### src/rtl/error_monitor_pkg.sv
// Shared error codes, FSM states and violation priority encoder
// for the error monitor and the display handler.
package error_monitor_pkg;

  localparam logic [7:0] ERR_NONE       = 8'd0;
  localparam logic [7:0] ERR_LD_STACK   = 8'd1;
  localparam logic [7:0] ERR_ST_STACK   = 8'd2;
  localparam logic [7:0] ERR_PUSH_FULL  = 8'd3;
  localparam logic [7:0] ERR_POP_EMPTY  = 8'd4;
  localparam logic [7:0] ERR_RET_EMPTY  = 8'd5;
  localparam logic [7:0] ERR_CALL_FULL  = 8'd6;

  localparam logic [3:0] LOST_MAX = 4'hF;

  typedef enum logic [1:0] {
    RUN     = 2'd0,
    FAULT   = 2'd1,
    RELEASE = 2'd2
  } state_e;

  // Lowest code wins when several violations share a cycle.
  function automatic logic [7:0] viol_code(
    input logic in_rng,
    input logic ld,
    input logic st,
    input logic push,
    input logic pop,
    input logic call,
    input logic ret,
    input logic full,
    input logic empty
  );
    logic [7:0] c;
    c = ERR_NONE;
    if (ld && in_rng)        c = ERR_LD_STACK;
    else if (st && in_rng)   c = ERR_ST_STACK;
    else if (push && full)   c = ERR_PUSH_FULL;
    else if (pop && empty)   c = ERR_POP_EMPTY;
    else if (ret && empty)   c = ERR_RET_EMPTY;
    else if (call && full)   c = ERR_CALL_FULL;
    return c;
  endfunction

endpackage

### src/rtl/error_monitor_btn_sync_edge.sv
// Two-flop synchronizer for the active-low clear button
// plus a registered falling-edge detector.
module btn_sync_edge (
  input  logic clk,
  input  logic rst,
  input  logic btn,
  output logic sync,
  output logic fall
);

  logic s1;
  logic s2;
  logic prev;

  // Synchronize raw button and keep last synchronized value.
  always_ff @(posedge clk) begin
    if (rst) begin
      s1   <= 1'b1;
      s2   <= 1'b1;
      prev <= 1'b1;
    end else begin
      s1   <= btn;
      s2   <= s1;
      prev <= s2;
    end
  end

  assign sync = s2;
  assign fall = prev & ~s2;

endmodule

### src/rtl/error_monitor.sv
// Stack-region and stack-status violation monitor: latches the
// first error code, halts the core and counts discarded errors.
module error_monitor
  import error_monitor_pkg::*;
#(
  parameter logic [7:0] STACK_LO = 8'hF0,
  parameter logic [7:0] STACK_HI = 8'hFF
) (
  input  logic       clk,
  input  logic       rst,
  input  logic [7:0] mem_addr,
  input  logic       ld_en,
  input  logic       st_en,
  input  logic       push_en,
  input  logic       pop_en,
  input  logic       call_en,
  input  logic       ret_en,
  input  logic       stk_full,
  input  logic       stk_empty,
  input  logic       clr_btn,
  output logic [7:0] ER_CDE,
  output logic       halt,
  output logic [3:0] lost_cnt
);

  state_e     state;
  state_e     state_nxt;
  logic [7:0] code_q;
  logic [7:0] code_nxt;
  logic       halt_q;
  logic       halt_nxt;
  logic [3:0] lost_q;
  logic [3:0] lost_nxt;
  logic       btn_sync;
  logic       clr_evt;
  logic       in_rng;
  logic [7:0] viol;

  btn_sync_edge u_btn (
    .clk  (clk),
    .rst  (rst),
    .btn  (clr_btn),
    .sync (btn_sync),
    .fall (clr_evt)
  );

  // Widened compare keeps the bound checks honest at 8'h00/8'hFF.
  assign in_rng = ({1'b0, mem_addr} >= {1'b0, STACK_LO}) &&
                  ({1'b0, mem_addr} <= {1'b0, STACK_HI});

  assign viol = viol_code(in_rng, ld_en, st_en, push_en, pop_en,
                          call_en, ret_en, stk_full, stk_empty);

  // State and registered outputs.
  always_ff @(posedge clk) begin
    if (rst) begin
      state  <= RUN;
      code_q <= ERR_NONE;
      halt_q <= 1'b0;
      lost_q <= 4'd0;
    end else begin
      state  <= state_nxt;
      code_q <= code_nxt;
      halt_q <= halt_nxt;
      lost_q <= lost_nxt;
    end
  end

  // Next state and next output values.
  always_comb begin
    state_nxt = state;
    code_nxt  = code_q;
    halt_nxt  = halt_q;
    lost_nxt  = lost_q;
    unique case (state)
      RUN: begin
        if (viol != ERR_NONE) begin
          state_nxt = FAULT;
          code_nxt  = viol;
          halt_nxt  = 1'b1;
        end
      end
      FAULT: begin
        if (clr_evt) begin
          state_nxt = RELEASE;
        end else if (viol != ERR_NONE && lost_q != LOST_MAX) begin
          lost_nxt = lost_q + 4'd1;
        end
      end
      RELEASE: begin
        if (btn_sync) begin
          state_nxt = RUN;
          code_nxt  = ERR_NONE;
          halt_nxt  = 1'b0;
          lost_nxt  = 4'd0;
        end
      end
      default: begin
        state_nxt = RUN;
        code_nxt  = ERR_NONE;
        halt_nxt  = 1'b0;
        lost_nxt  = 4'd0;
      end
    endcase
  end

  assign ER_CDE   = code_q;
  assign halt     = halt_q;
  assign lost_cnt = lost_q;

endmodule

### config.mk
export PLATFORM = sky130hd
export DESIGN_NAME = error_monitor
export DESIGN_NICKNAME = d
export VERILOG_FILES = /design/src/rtl/error_monitor_pkg.sv /design/src/rtl/error_monitor_btn_sync_edge.sv /design/src/rtl/error_monitor.sv
export SDC_FILE = /design/constraint.sdc
export NUM_CORES = 1
export LEC_CHECK = 0
export BUFFER_PORTS_ARGS = -buffer_cell sky130_fd_sc_hd__buf_2
export CORE_MARGIN = 4
export CORE_UTILIZATION = 47
export DETAILED_ROUTE_END_ITERATION = 12
export GPL_ROUTABILITY_DRIVEN = 0
export MAX_ROUTING_LAYER = met4
export PLACE_DENSITY = 0.79
export SYNTH_ARGS = -nofsm -noshare
export SYNTH_HDL_FRONTEND = slang
export SYNTH_HIERARCHICAL = 1
export SYNTH_SLANG_ARGS = --single-unit
### constraint.sdc
create_clock -name clk -period 2.2 [get_ports clk]
set_input_delay 0.33 -clock clk [delete_from_list [all_inputs] [get_ports clk]]
set_output_delay 0.33 -clock clk [all_outputs]
set_load 0.1 [all_outputs]
== Word-level counts from Yosys, hierarchy flattened ==
Cells that the tools add are included.
Widths: inputs -> output; s select.
Operators by class
  equal/unequal tests: 8
  add/subtract/negate cells: 1
  reductions and logical operators: 12
  multiplexer cells: 20
  bitwise gates (word level): 4
  magnitude comparators: 1
Operators by type and width (count)
  $mux 8: 3
  $pmux 8 s3: 1
  $mux 3: 5
  $mux 4: 3
  $pmux 4 s3: 1
  $ge 8x8->1 const B: 1
  $ne 2x2->1 const B: 4
  $reduce_bool 8->1: 1
  $logic_and 1x1->1: 7
  $mux 2: 3
  $pmux 2 s3: 1
  $reduce_and 3->1: 2
  $add 4x1->4 const B: 1
  $ne 4x4->1 const B: 1
  $reduce_and 4->1: 1
  $not 1->1: 3
  $pmux 1 s3: 1
  $eq 2x1->1 const B: 1
  $eq 2x2->1 const B: 1
  $logic_not 2->1: 1
  $mux 1: 2
  $ne 2x1->1 const B: 1
  $and 1x1->1: 1
Word-level totals
  output and inout port bits: 13
  logic and storage cells: 53
  register bits after elaboration: 18
  bits of input ports: 19

== Depth between registers and ports, before layout ==
  word-level depth: 12
  mapped depth: 5
  gate-level depth less buffers: 5

== Hierarchy ==
The synthesis kept the hierarchy.
By module, submodules not included
  error_monitor: times used 1, seq. area each 200.2 um^2, area an instance 684.4 um^2, cells an instance 78
  btn_sync_edge: times used 1, seq. area each 60.1 um^2, area an instance 85.1 um^2, cells an instance 7

== Least setup slack after synthesis ==
OpenSTA, ideal clock, no wires.
  kind: register to register
  start: reg lost_q[0] (netlist: lost_cnt[0])
  end: reg lost_q[2] (netlist: lost_cnt[2])
  arrival time: 1.812 ns
  library setup time: 0.136 ns
  clock period less this slack: 1.948 ns
  path buffers: 0
  cell stages (with the launch flop): 6
  slack: 0.252 ns
  data required time: 2.064 ns
  cell sequence: dfxtp_1 -> ha_1 -> nor3b_1 -> nor2_1 -> o21ai_0 -> a31oi_1
On the way
  cells in the longest elaborated chain, start to end: 4
  elaborated cells between the ends (all ways): 8
  classes of those cells: add/sub: 1; eq/ne: 2; mux: 3; reduce/logical: 2
Ends and longest elaborated chain
  start, declared: RTL line error_monitor.sv:32  | logic [3:0] lost_q;
  start signal, assigned: RTL line error_monitor.sv:65  | lost_q <= lost_nxt;
  $add 4x1->4 or $ne 4x4->1 (tied branches): RTL line error_monitor.sv:87, error_monitor.sv:86
  $mux 4 or $logic_and 1x1->1 (tied branches): RTL line error_monitor.sv:86  | end else if (viol != ERR_NONE && lost_q != LOST_MAX) begin
  $mux 4 or $ne 2x2->1 (tied branches)
  $pmux 4 s3 or $reduce_and 4->1 (tied branches)
Several ways; a longest one is shown, not always the timed one. The select of a mux whose other input is x is not followed.
A chain may end at the register's enable or synchronous reset.

== Final worst setup path ==
  start: reg lost_q[2] (netlist: lost_cnt[2])
  end: out lost_cnt[2]
RTL lines
  end, declared: RTL line error_monitor.sv:23  | output logic [3:0] lost_cnt
No word-level cell between the ends.

==> run_results.csv <==
group,metric,value,unit
clock_network,cts_buffers,3,
worst_setup_path,crit_slowest_cell,"dfxtp_1",
synthesis,synth_area,769.5,um2
synthesis,synth_cell_types,38,
floorplanning,rows,14,
timing,drv_slew,0,
run_status,outcome,"finished clean",
clock_network,cts_setup_buffers,0,
routing,drtIter0Drc,9,
cells_and_area,diodes,0,
worst_setup_path,slowest_delay,490,ps
cells_and_area,final_area,895.9,um2
routing,wl_per_cell,13.19,um
worst_setup_path,path_delay_family,"flip-flops",
synthesis,async_flop_share,0,%
floorplanning,design.die.area,2348,um2
worst_setup_path,ff2ff_path_depth,5,
cells_and_area,drive_above_1_share,33.33,%
routing,vias,744,
clock_network,cts_sinks,13,
clock_network,clk_pin_slew,80,ps
timing,post-route-period-util,72.13,%
global_route,grt_max_degree,14,
synthesis,synth_flop_cell,"dfxtp_1",
pwr,seqPwrFrac,43.6,%
placed_design,place_area,868.3,um2
pwr,power.internal,0.3564,mW
synthesis,yosysWarnings,6,
routing,drt_pass1_iterations,4,
cells_and_area,fin_nets,129,
worst_setup_path,cp-end-kind,"output port",
clock_network,clk_latency,280,ps
clock_network,cts_root_buf,"clkbuf_4",
hold_path,hold_end,"u_btn/s1",
placed_design,place_hpwl,1.288,mm
clock_network,hold_buffers,0,
pwr,totalPowerFinal,0.5908,mW
synthesis,synthCells,85,
timing,rsz0062_at_grt,"no",
worst_setup_path,path_class,"reg -> out",
placed_design,place_ws,697.7,ps
global_route,grt_pass1_vias,747,
timing,hold_viol,0,
placed_design,place_inst,120,
floorplanning,die_x,48.46,um
synthesis,syn_area_per_cell,9.053,um2
timing,setup_viol_count_final,0,
floorplanning,ios,32,
worst_setup_path,crit_buf_inv,1,
hold_path,hp-start,"clr_btn",
timing,max_freq,630.2,MHz
clock_network,cts_tree,"built",
pwr,p_leak,0.3775,nW
placed_design,port-buffer-count,22,
floorplanning,fp.dieH,48.46,um
cells_and_area,fin_cells,124,
routing,viasPerCell,6.000,
timing,layout_min_cycle_time,1587,ps
timing,hold_ws,225.2,ps
cells_and_area,fin_util,58.78,%
routing,postRouteAntennaNets,0,
routing,drt-total-wl,1.635,mm
worst_setup_path,cp-startpoint,"lost_cnt[2]",
pwr,pwr_density_cell,659.5,nW/um2
timing,clock_skew,5.153,ps
hold_path,hold_path_class,"in -> reg",
worst_setup_path,cp_cell_sequence,"buf_2",
synthesis,yosysTopAreaCell,"dfxtp_1",
worst_setup_path,r2r-end,"lost_cnt[3]",
pwr,combPwrFrac,31.4,%
synthesis,synth-edff-count,0,
clock_network,cts_resized,0,
hold_path,hold_depth,2,
worst_setup_path,path_max_fanout,8,
timing,fin_tns_setup,0,ps
pwr,ir_worst_vdd,421.8,uV
pwr,p_clk_share,25.0,%
cells_and_area,syn2layout_area_growth,16.42,%
clock_network,cts.path.max_buffers,2,
floorplanning,core,1524,um2
synthesis,yosysTopAreaCellShare,33.82,%
worst_setup_path,ff2ff_setup_slack,690,ps
synthesis,ys_ff_latch,13,
worst_setup_path,cp-start-kind,"flip-flop",
worst_setup_path,arrival,1260,ps
timing,fin_ws,613.1,ps
worst_setup_path,critPathRequiredTime,1870,ps
global_route,grt_pass1_wl,3.036,mm
global_route,grt_usage,15.61,%
worst_setup_path,reg2reg_from,"u_btn/sync",
pwr,p_sw,0.2344,mW
pwr,swShare,39.68,%
routing,drc_errors,0,
synthesis,ys_seq_area_share,33.82,%
job,cap_violations,0,
global_route,antenna_found_initial,0,
clock_network,htreeDepth,1,
floorplanning,initial_utilization,50.49,%
global_route,gr-total-overflow,0,
synthesis,ys_top_cells_by_area,"dfxtp_1 34%, buf_4 4.9%, a21oi_1 4.6%, a311oi_4 3.4%, a22oi_1 2.9%",
## cell usage in the layout (no fill, tap or decap), types with 2 or more instances in the layout
cell / instances
a21o_2: 2
a21oi_1: 7
a22oi_1: 3
a31oi_1: 2
buf_2: 22
clkbuf_4: 3
conb_1: 5
dfxtp_1: 13
nand2_1: 6
nand3_1: 3
nand4_1: 2
nor2_1: 6
nor3b_1: 3
o211ai_1: 3
o21ai_0: 3
or2_1: 3
## power groups by stage
stage	Combinational (mW)	Sequential (mW)	Clock, mW
5_1_grt	0.198	0.260	0.167
3_5_place_dp	0.186	0.264	0
3_3_place_gp	0.183	0.263	0
4_1_cts	0.186	0.258	0.153
6_report	0.185	0.258	0.148
2_1_floorplan	0.105	0.316	0
## state kept, by name, indices dropped and copies added (netlist names)
signal,cells
ER_CDE,3
halt,1
lost_cnt,4
state,2
u_btn/prev,1
u_btn/s1,1
u_btn/sync,1
## layer usage
| layer | track usage [%] | wire length [um] | vias up |
|---|---|---|---|
| met3 | 4.908 | 102 | 2 |
| met2 | 26.74 | 839 | 20 |
| met1 | 17.61 | 687 | 360 |
| li1 | - | - | 362 |
| met4 | 3.587 | 5 | 0 |
| met5 | - | 0 | - |
## worst max path at each step
| stage | endpoint | slack, ps | cells after the start |
|---|---|---|---|
| 6_report | lost_cnt[2] | 610 | 1 |
| 5_1_grt | lost_cnt[2] | 520 | 1 |
| 4_1_cts | lost_cnt[2] | 600 | 1 |
| 3_5_place_dp | lost_cnt[3] | 700 | 5 |
| 3_3_place_gp | lost_cnt[3] | 710 | 5 |
| 2_1_floorplan | lost_cnt[2] | 250 | 5 |
## kinds of logic after synthesis
family / after synthesis / share of synthesized area [%]
adders and majority gates: 1 / 1.626
DFF: 13 / 33.82
and+or+nand+nor: 32 / 25.53
AOI/OAI and AO/OA: 30 / 32.03
other: 1 / 0.4873
buffers and inverters: 8 / 6.503
## final cells by class
class                   instances  area (um2)
fillers                       133       628.1
multi-input cells              68       474.2
flip-flops and latches         13       260.3
repair buffers                 22       110.1
clock buffers                   3       22.52
well taps                      16       20.02
clock inverters                 1       5.005
inverters                       1       3.754
## cells in the mapped netlist (2+ instances only)
| cell | n |
|---|---|
| nor3b_1 | 3 |
| buf_4 | 5 |
| o21ai_0 | 3 |
| a22oi_1 | 3 |
| nand3_1 | 3 |
| a21o_2 | 2 |
| a31oi_1 | 2 |
| dfxtp_1 | 13 |
| a21oi_1 | 7 |
| nand2_1 | 6 |
| or2_1 | 3 |
| nor2_1 | 6 |
| nand4_1 | 2 |
| o211ai_1 | 3 |
Note: power is estimated with default switching activity, not from simulation.
